## config.mk

```make
export PLATFORM = sky130hd
export DESIGN_NAME = fetch_stage
export DESIGN_NICKNAME = d
export VERILOG_FILES = /design/src/rtl/fetch_stage_pkg.sv /design/src/rtl/fetch_stage_ifid_reg.sv /design/src/rtl/fetch_stage.sv
export SDC_FILE = /design/constraint.sdc
export NUM_CORES = 1
export LEC_CHECK = 0
export BUFFER_PORTS_ARGS = -buffer_cell sky130_fd_sc_hd__buf_2
export CORE_MARGIN = 2
export CORE_UTILIZATION = 52
export CTS_BUF_LIST = sky130_fd_sc_hd__clkbuf_2 sky130_fd_sc_hd__clkbuf_4 sky130_fd_sc_hd__clkbuf_8
export CTS_CLUSTER_DIAMETER = 40
export CTS_CLUSTER_SIZE = 20
export DETAILED_ROUTE_END_ITERATION = 10
export GPL_TIMING_DRIVEN = 0
export PLACE_DENSITY = 0.94
export SETUP_SLACK_MARGIN = 0.2
export SLEW_MARGIN = 15
export SYNTH_ARGS = -nofsm -noshare
export SYNTH_HDL_FRONTEND = slang
export SYNTH_SLANG_ARGS = --single-unit
```

## constraint.sdc

```tcl
create_clock -name clk -period 2.99 [get_ports clk]
set_input_delay 0.1495 -clock clk [delete_from_list [all_inputs] [get_ports clk]]
set_output_delay 0.1495 -clock clk [all_outputs]
set_load 0.1 [all_outputs]
```

## src/rtl/fetch_stage_pkg.sv

```systemverilog
// fetch_stage_pkg
//   Shared definitions for the fetch stage and its neighbours:
//   - default address / instruction widths
//   - 4-bit opcode constants (inst[15:12])
//   - fetch FSM state encodings
package fetch_stage_pkg;

  localparam int DEF_ADDR_W  = 8;
  localparam int DEF_INST_W  = 16;
  localparam int DEF_PC_STEP = 2;

  localparam logic [3:0] OPC_RTYPE = 4'h0;
  localparam logic [3:0] OPC_ANDI  = 4'h1;
  localparam logic [3:0] OPC_ORI   = 4'h2;
  localparam logic [3:0] OPC_BGT   = 4'h4;
  localparam logic [3:0] OPC_BLT   = 4'h5;
  localparam logic [3:0] OPC_BEQ   = 4'h6;
  localparam logic [3:0] OPC_LBU   = 4'hA;
  localparam logic [3:0] OPC_SB    = 4'hB;
  localparam logic [3:0] OPC_LW    = 4'hC;
  localparam logic [3:0] OPC_SW    = 4'hD;
  localparam logic [3:0] OPC_HALT  = 4'hF;

  localparam logic [0:0] ST_RUN    = 1'b0;
  localparam logic [0:0] ST_HALTED = 1'b1;

endpackage

```

## src/rtl/fetch_stage_ifid_reg.sv

```systemverilog
// ifid_reg
//   Generic pipeline stage register with load, hold and flush.
//   flush clears only the valid bit; the payload is held, since a
//   bubble's payload is never looked at downstream.
//   Ports:
//     clk    in   clock, rising edge
//     rst    in   asynchronous active-low reset
//     load   in   capture d and mark valid
//     flush  in   mark invalid (has priority over load)
//     d      in   payload [W-1:0]
//     q      out  registered payload
//     valid  out  register holds a real entry
module ifid_reg #(
  parameter int W = 24
) (
  input  logic         clk,
  input  logic         rst,
  input  logic         load,
  input  logic         flush,
  input  logic [W-1:0] d,
  output logic [W-1:0] q,
  output logic         valid
);

  always_ff @(posedge clk or negedge rst) begin
    if (!rst) begin
      q     <= '0;
      valid <= 1'b0;
    end else if (flush) begin
      valid <= 1'b0;
    end else if (load) begin
      q     <= d;
      valid <= 1'b1;
    end
  end

endmodule

```

## src/rtl/fetch_stage.sv

```systemverilog
// fetch_stage
//   Instruction fetch: owns the PC, presents it to a combinational
//   instruction memory and registers the returned instruction into IF/ID.
//   Handles sequential increment, branch redirect, stall hold and
//   HALT detection (RUN/HALTED FSM).
//   Optional macro FETCH_PERF_CNT_EN adds saturating fetch/stall counters.
//   Ports:
//     clk            in   clock, rising edge
//     rst            in   asynchronous active-low reset
//     stall          in   hold PC and IF/ID
//     branch_taken   in   redirect request (wins over stall)
//     branch_target  in   redirect byte address (bit 0 ignored)
//     inst_in        in   instruction at pc_out, same cycle
//     pc_out         out  current PC / imem address
//     ifid_inst      out  registered instruction
//     ifid_pc_next   out  registered PC+PC_STEP of that instruction
//     ifid_valid     out  IF/ID holds a real instruction
//     halted         out  fetch stopped on HALT
//     fetch_count    out  (FETCH_PERF_CNT_EN) valid IF/ID loads
//     stall_count    out  (FETCH_PERF_CNT_EN) stalled cycles
module fetch_stage
  import fetch_stage_pkg::*;
#(
  parameter int         ADDR_W   = DEF_ADDR_W,
  parameter int         INST_W   = DEF_INST_W,
  parameter int         PC_STEP  = DEF_PC_STEP,
  parameter logic [3:0] HALT_OPC = OPC_HALT
) (
  input  logic              clk,
  input  logic              rst,
  input  logic              stall,
  input  logic              branch_taken,
  input  logic [ADDR_W-1:0] branch_target,
  input  logic [INST_W-1:0] inst_in,
  output logic [ADDR_W-1:0] pc_out,
  output logic [INST_W-1:0] ifid_inst,
  output logic [ADDR_W-1:0] ifid_pc_next,
  output logic              ifid_valid,
  output logic              halted
`ifdef FETCH_PERF_CNT_EN
  ,
  output logic [15:0]       fetch_count,
  output logic [15:0]       stall_count
`endif
);

  logic [ADDR_W-1:0] pc;
  logic [0:0]        state;
  logic [ADDR_W-1:0] pc_plus;
  logic [ADDR_W-1:0] redirect_pc;
  logic              is_halt;
  logic              ifid_load;
  logic              ifid_flush;

  // Wraps modulo 2^ADDR_W by truncation.
  assign pc_plus     = pc + ADDR_W'(PC_STEP);
  // Odd targets are forced even by masking bit 0.
  assign redirect_pc = branch_target & ~{{(ADDR_W-1){1'b0}}, 1'b1};
  assign is_halt     = (inst_in[INST_W-1 -: 4] == HALT_OPC);

  assign ifid_load  = !branch_taken && !stall && (state == ST_RUN);
  // Redirects squash the wrong-path entry; HALTED inserts bubbles.
  assign ifid_flush = branch_taken || (!stall && (state == ST_HALTED));

  always_ff @(posedge clk or negedge rst) begin
    if (!rst) begin
      pc    <= '0;
      state <= ST_RUN;
    end else if (branch_taken) begin
      pc    <= redirect_pc;
      state <= ST_RUN;
    end else if (!stall && (state == ST_RUN)) begin
      // HALT enters IF/ID once and then the PC parks on it.
      if (is_halt) begin
        state <= ST_HALTED;
      end else begin
        pc <= pc_plus;
      end
    end
  end

  ifid_reg #(
    .W(INST_W + ADDR_W)
  ) u_ifid (
    .clk   (clk),
    .rst   (rst),
    .load  (ifid_load),
    .flush (ifid_flush),
    .d     ({inst_in, pc_plus}),
    .q     ({ifid_inst, ifid_pc_next}),
    .valid (ifid_valid)
  );

  assign pc_out = pc;
  assign halted = (state == ST_HALTED);

`ifdef FETCH_PERF_CNT_EN
  logic count_stall;
  assign count_stall = stall && !branch_taken;

  always_ff @(posedge clk or negedge rst) begin
    if (!rst) begin
      fetch_count <= 16'h0000;
      stall_count <= 16'h0000;
    end else begin
      if (ifid_load && (fetch_count != 16'hFFFF)) begin
        fetch_count <= fetch_count + 16'd1;
      end
      if (count_stall && (stall_count != 16'hFFFF)) begin
        stall_count <= stall_count + 16'd1;
      end
    end
  end
`endif

endmodule

```

==> results of run 1 <==
-- worst min-delay path: cells and delay by family --
kind,cells,cell delay [ns]
AOI/OAI and AO/OA,1,0.06
buffers and inverters,1,0.08
and+or+nand+nor,1,0.04
-- synthesized netlist by cell type, drive strengths merged --
library cell  instances  area, µm²
nor3                  1       16.3
mux2i                 2       20.0
buf                   5       57.6
o21ai                 7       35.0
mux2                 17        225
and3                  3       18.8
nand4                 3       18.8
ha                    1       12.5
nand3                 3       15.0
dfrtp                32        801
a21oi                 6       30.0
xnor2                 3       26.3
inv                   1       3.75
xor2                  8       70.1
nand2                10       37.5
conb                  1       3.75
nor2                 10       37.5
and2                  1       6.26
clkbuf                1       3.75
-- report_power, final --
part / internal [mW] / switching (mW) / total, mW
Combinational: 0.136 / 0.601 / 0.737
Clock: 0.112 / 0.144 / 0.256
Sequential: 0.498 / 0.0437 / 0.542
-- sequential cells by signal, summed over array words and instances, names as in the netlist --
name,flops
u_ifid.q,23
u_ifid.valid,1
pc_out,7
halted,1
-- final timing paths --
kind                                end  depth (start not counted)             start  slack, ns
setup / recovery           u_ifid.q[12]                          3            halted       1.39
hold / removal                pc_out[3]                          3  branch_target[3]       0.04
setup reg to reg           u_ifid.q[12]                          3            halted       1.39
hold reg to reg             u_ifid.q[1]                          2       u_ifid.q[1]       0.52
max in group asynchronous  u_ifid.q[21]                          2               rst       2.16
min in group asynchronous     pc_out[3]                          2               rst       0.40
-- kinds of logic after synthesis --
kind of cell | after synthesis | synth area share
mux | 19 | 0.170
compound gates | 13 | 0.0452
other cells | 1 | 0.00261
fa+ha+maj | 1 | 0.00869
flops | 32 | 0.557
simple gates | 31 | 0.104
buf+inv | 7 | 0.0452
xor+xnor | 11 | 0.0670
-- layer usage --
layer	routed length (µm)	up-vias	track usage
met3	215	6	0.0853
met5	0	-	0
met2	1440	42	0.304
met1	1150	516	0.253
met4	64	0	0.0918
li1	-	519	-
-- placed cells by master, fill, tap and decap left out --
cell                            synthesis  layout
sky130_fd_sc_hd__xor2_1                 8       8
sky130_fd_sc_hd__inv_1                  1       1
sky130_fd_sc_hd__clkbuf_1               1       1
sky130_fd_sc_hd__buf_4                  2       2
sky130_fd_sc_hd__buf_12                 1       1
sky130_fd_sc_hd__clkinv_2               0       2
sky130_fd_sc_hd__a21oi_1                6       6
sky130_fd_sc_hd__dlygate4sd3_1          0       2
sky130_fd_sc_hd__and3_1                 3       3
sky130_fd_sc_hd__xnor2_1                3       3
sky130_fd_sc_hd__mux2_4                 9       9
sky130_fd_sc_hd__nor3_4                 1       1
sky130_fd_sc_hd__buf_6                  2       2
sky130_fd_sc_hd__mux2i_1                2       2
sky130_fd_sc_hd__conb_1                 1       2
sky130_fd_sc_hd__buf_2                  0      57
sky130_fd_sc_hd__ha_1                   1       1
sky130_fd_sc_hd__clkbuf_8               0       1
sky130_fd_sc_hd__and2_1                 1       1
sky130_fd_sc_hd__dfrtp_1               32      32
sky130_fd_sc_hd__o21ai_0                7       7
sky130_fd_sc_hd__nor2_1                10      10
sky130_fd_sc_hd__mux2_2                 8       8
sky130_fd_sc_hd__nand4_1                3       3
sky130_fd_sc_hd__nand3_1                3       3
sky130_fd_sc_hd__clkbuf_4               0       5
sky130_fd_sc_hd__nand2_1               10      10
-- layout make-up --
cell class,count,area share
Inverter,1,0.00203
Multi-Input combinational cell,77,0.312
Clock inverter,2,0.00542
Sequential cell,32,0.433
Buffer,6,0.0332
Clock buffer,6,0.0278
Tap cell,31,0.0210
Timing Repair Buffer,59,0.165
==> flow_summary.json, run 1 <==
{
  "setup_ws_ns": 1.39,
  "post-cts-setup-buffers": 0,
  "dp.final_hpwl_mm": 2.15,
  "ant_diodes": 0,
  "netlist_cell_types": 22,
  "power.leakage_nw": 0.926,
  "grt_max_degree": 33,
  "cap_viol_max_count": 0,
  "fillCellCount": 218,
  "min_period_over_period": 0.534,
  "post_synthesis_cells": 115,
  "yosys_warnings": 0,
  "type_of_element_launching_the_critical_path": "flip-flop",
  "hold_path.class": "in -> reg",
  "postCtsHoldBufs": 1,
  "floorplan.core_area_mm2": 0.00269,
  "number_of_antenna_violations_at_the_first_check_in_global_routing": 0,
  "global_route_total_overflow": 0,
  "finalNetCount": 211,
  "detailedPlace.worstSlack_ns": 1.39,
  "power.ir.vdd_worst_uv": 589,
  "cts_repair_resize_count": 0,
  "grt_pass1_wl_mm": 4.84,
  "fmaxAchievable_ghz": 0.626,
  "cts.htree.levels": 2,
  "clock_sink_count": 32,
  "hold_ws_ns": 0.0353,
  "finalSetupViolCount": 0,
  "drtIter0Drc": 34,
  "setup-tns-final_ns": 0,
  "worstPathMaxFanout": 10,
  "ys_seq_area_frac": 0.557,
  "fp.dieW_um": 56.6,
  "multi_input_area_um2": 577,
  "cts_tree": "done",
  "critical_path_class": "reg -> reg",
  "final.min_clock_period_ns": 1.60,
  "all_layer_global_routing_usage": 0.202,
  "cts_made_buffers": 5,
  "floorplan.die_area_mm2": 0.00320,
  "run_status": "finished clean",
  "i_o_pin_count": 62,
  "crit_required_ns": 3.21,
  "cpPeakStageDelay_ns": 0.51,
  "max_slew.worst_pin.slew_ns": 0.688,
  "dp_cells": 204,
  "clockRootBuffer": "sky130_fd_sc_hd__clkbuf_4",
  "detailedRoute.firstPassIterationCount": 4,
  "drt-total-wl_mm": 2.87,
  "rsz0062_at_grt": "no",
  "post_route_cells_drive_above_1_share": 0.481,
  "placed_cell_area_mm2": 0.00177,
  "number_of_buffer_cells_added_on_primary_ports": 57,
  "via_per_inst": 5.06,
  "finalCoreUtilization": 0.688,
  "place.gp.congestion": 0.746,
  "drt.antenna.violating_nets": 0,
  "critPathArrivalTime_ns": 1.82,
  "drcViolationCount": 0,
  "final-max-slew-violation-count": 0,
  "yosys_register_bits": 32,
  "std_cell_rows": 19,
  "die-height_um": 56.6,
  "power_density_mw_per_mm2": 830,
  "worst_setup_path_end_kind": "flip-flop",
  "clock_path_buffers": 2,
  "final_non_filler_cells": 214,
  "final_cell_area_mm2": 0.00185,
  "critPathSlowestCell": "sky130_fd_sc_hd__nor3_4",
  "postSynthAreaPerCell_um2": 12.5,
  "area_growth_pct": 28.4,
  "clock-skew-final_ns": 0.00531,
  "cp.buffers_inverters": 1,
  "layout.area.seq_um2": 801,
  "path_clk_slew_ns": 0.10,
  "report.final.hold_viol_count": 0,
  "timing.critical_path.cells": "nor3_4, buf_12, mux2_4",
  "synth.cell_area_mm2": 0.00144,
  "avgRoutedWirePerCell_um": 13.4,
  "design_power_total_mw": 1.53,
  "vias": 1083,
  "initial_core_utilization": 0.536,
  "path_delay_family": "simple AND/OR/NAND/NOR gates",
  "number_of_global_route_vias_before_repair": 1050,
  "clkLatencyLatePin_ns": 0.33,
  "worst_slew_slack_as_a_fraction_of_its_limit": 0.541
}
Power figures use the tool's default switching activity.
==> run 2, diff against run 1 <==
--- a/config.mk
+++ b/config.mk
@@ -7,13 +7,13 @@
 export LEC_CHECK = 0
 export BUFFER_PORTS_ARGS = -buffer_cell sky130_fd_sc_hd__buf_2
 export CORE_MARGIN = 2
-export CORE_UTILIZATION = 52
+export CORE_UTILIZATION = 44
 export CTS_BUF_LIST = sky130_fd_sc_hd__clkbuf_2 sky130_fd_sc_hd__clkbuf_4 sky130_fd_sc_hd__clkbuf_8
 export CTS_CLUSTER_DIAMETER = 40
 export CTS_CLUSTER_SIZE = 20
 export DETAILED_ROUTE_END_ITERATION = 10
 export GPL_TIMING_DRIVEN = 0
-export PLACE_DENSITY = 0.94
+export PLACE_DENSITY = 0.86
 export SETUP_SLACK_MARGIN = 0.2
 export SLEW_MARGIN = 15
 export SYNTH_ARGS = -nofsm -noshare
==> constraint.sdc (replaced) <==
create_clock -name clk -period 1.35 [get_ports clk]
set_input_delay 0.0675 -clock clk [delete_from_list [all_inputs] [get_ports clk]]
set_output_delay 0.0675 -clock clk [all_outputs]
set_load 0.1 [all_outputs]
==> flow_summary.json, run 2 (synthesis gave the netlist of run 1 again) <==
{
  "run_status": "complete, but fails checks",
  "failed_checks": "setup timing",
  "cts_tree": "done",
  "cts_made_buffers": 5,
  "rsz0062_at_grt": "yes",
  "floorplan.die_area_mm2": 0.00374,
  "layout.area.seq_um2": 822,
  "cp.buffers_inverters": 1,
  "area_growth_pct": 83.8,
  "drt-total-wl_mm": 5.85,
  "power.ir.vdd_worst_uv": 1270,
  "netSwitchingPower_mw": 2.01,
  "design_power_total_mw": 4.01,
  "report.final.hold_viol_count": 0,
  "multi_input_area_um2": 739,
  "global_route_total_overflow": 0,
  "detailedPlace.worstSlack_ns": -0.274,
  "initial_core_utilization": 0.467,
  "critPathSlowestCell": "sky130_fd_sc_hd__dfrtp_4",
  "number_of_flip_flops_in_the_largest_register": 23,
  "most-common-layout-cells": "sky130_fd_sc_hd__buf_4, sky130_fd_sc_hd__dlygate4sd3_1, sky130_fd_sc_hd__buf_2",
  "i_o_pin_count": 62,
  "dp.final_hpwl_mm": 2.24,
  "post_route_cells_drive_above_1_share": 0.614,
  "fmaxAchievable_ghz": 0.632,
  "timing.reg2reg.setup_slack_ns": -0.23,
  "hold_path.class": "in -> reg",
  "clock-skew-final_ns": 0.0125,
  "die-height_um": 61.2,
  "final_common_cell": "sky130_fd_sc_hd__buf_4",
  "number_of_buffer_cells_added_on_primary_ports": 57,
  "avgRoutedWirePerCell_um": 21.8,
  "setup-tns-final_ns": -2.33,
  "dp_cells": 217,
  "cap_viol_max_count": 0,
  "detailedRoute.firstPassIterationCount": 5,
  "critical_path_class": "reg -> reg",
  "worstPathMaxFanout": 5,
  "drcViolationCount": 0,
  "min_period_over_period": 1.17,
  "all_layer_global_routing_usage": 0.279,
  "worst_slew_slack_as_a_fraction_of_its_limit": 0.531,
  "clkLatencyLatePin_ns": 0.35,
  "worst_hold_startpoint": "stall",
  "grt_max_degree": 33,
  "intPower_mw": 2.00,
  "finalNetCount": 251,
  "std_cell_rows": 20,
  "timing.critical_path.cells": "buf_6, nor2_4, nand4_1, xor2_2, o21ai_1",
  "hold_ws_ns": 0.100,
  "number_of_antenna_violations_at_the_first_check_in_global_routing": 1,
  "clock_path_buffers": 2,
  "drt.antenna.violating_nets": 0,
  "fp.dieW_um": 61.2,
  "path_clk_slew_ns": 0.12,
  "critical_path.reg2reg.startpoint": "halted",
  "final_non_filler_cells": 268,
  "worst_hold_path.endpoint": "u_ifid.valid",
  "netSwitchingFraction": 0.501,
  "crit_required_ns": 1.62,
  "type_of_element_launching_the_critical_path": "flip-flop",
  "fillCellCount": 134,
  "critPathArrivalTime_ns": 1.86,
  "via_per_inst": 5.35,
  "number_of_global_route_vias_before_repair": 1501,
  "worst_r2r_path_depth": 5,
  "clock_power_share": 0.163,
  "drtIter0Drc": 95,
  "power_density_mw_per_mm2": 1510,
  "floorplan.core_area_mm2": 0.00308,
  "max_slew.worst_pin.slew_ns": 0.703,
  "final-max-slew-violation-count": 0,
  "reg2reg_to": "pc_out[6]",
  "grt_pass1_wl_mm": 7.13,
  "cpPeakStageDelay_ns": 0.52,
  "pwr-share-comb": 0.519,
  "worst_setup_path_end_kind": "flip-flop",
  "finalSetupViolCount": 29,
  "power.leakage_nw": 1.21,
  "registers.top_by_ff_count": "u_ifid.q",
  "clock_sink_count": 32,
  "final.min_clock_period_ns": 1.58,
  "finalCoreUtilization": 0.859,
  "power.share.sequential": 0.318,
  "placed_cell_area_mm2": 0.00182,
  "path_delay_family": "flip-flops",
  "cts.htree.levels": 2,
  "final_cell_area_mm2": 0.00265,
  "place.gp.congestion": 0.781,
  "hold-path-cell-count": 3,
  "vias": 1434,
  "clockRootBuffer": "sky130_fd_sc_hd__clkbuf_4",
  "setup_ws_ns": -0.232
}
## run 2: how the worst max path moves through the flow
| stage | from | end | slack, ns | cells after the start |
|---|---|---|---|---|
| 4_1_cts | halted | u_ifid.q[16] | -0.06 | 4 |
| 3_3_place_gp | halted | u_ifid.q[8] | -0.23 | 3 |
| 6_report | halted | pc_out[6] | -0.23 | 5 |
| 3_5_place_dp | halted | u_ifid.q[23] | -0.27 | 3 |
| 5_1_grt | halted | pc_out[6] | -0.25 | 5 |
| 2_1_floorplan | halted | u_ifid.q[10] | -0.28 | 3 |
## run 2: area by class of cell
type / count / share of cell area
Antenna cell: 1 / 0.000946
Buffer: 6 / 0.0246
Clock buffer: 7 / 0.0222
Clock inverter: 1 / 0.00284
Inverter: 1 / 0.00142
Multi-Input combinational cell: 77 / 0.280
Sequential cell: 32 / 0.311
Tap cell: 44 / 0.0208
Timing Repair Buffer: 99 / 0.337
## run 2: timing repair
item / 4_1_cts / 5_1_grt
pin swaps: 6 / 5
hold buffers: 25 / 0
endpoints found under the hold margin: 55 / 0
gates cloned: 2 / 0
resized for setup: 65 / 37
buffers inserted: 11 / 4
setup endpoints to repair: 63 / 38
## run 2: layer usage
| layer | track usage | wire [µm] | vias up |
|---|---|---|---|
| met5 | 0 | 0 | - |
| met4 | 0.202 | 303 | 0 |
| met3 | 0.0840 | 461 | 31 |
| met2 | 0.488 | 2970 | 93 |
| met1 | 0.280 | 2110 | 710 |
| li1 | - | - | 600 |
## run 2: tightest hold or removal path: stages
cell and delay (ns):
sky130_fd_sc_hd__buf_2 0.15, sky130_fd_sc_hd__a21oi_1 0.14, sky130_fd_sc_hd__nor2_1 0.06
## run 2: power by group through the flow
stage / Clock, mW / Combinational (mW) / Sequential [mW]
finish: 0.652 / 2.08 / 1.28
global route: 0.682 / 2.13 / 1.29
CTS: 0.616 / 1.91 / 1.23
detailed placement: 0 / 1.65 / 1.24
global placement: 0 / 1.63 / 1.22
floorplan: 0 / 0.286 / 2.31
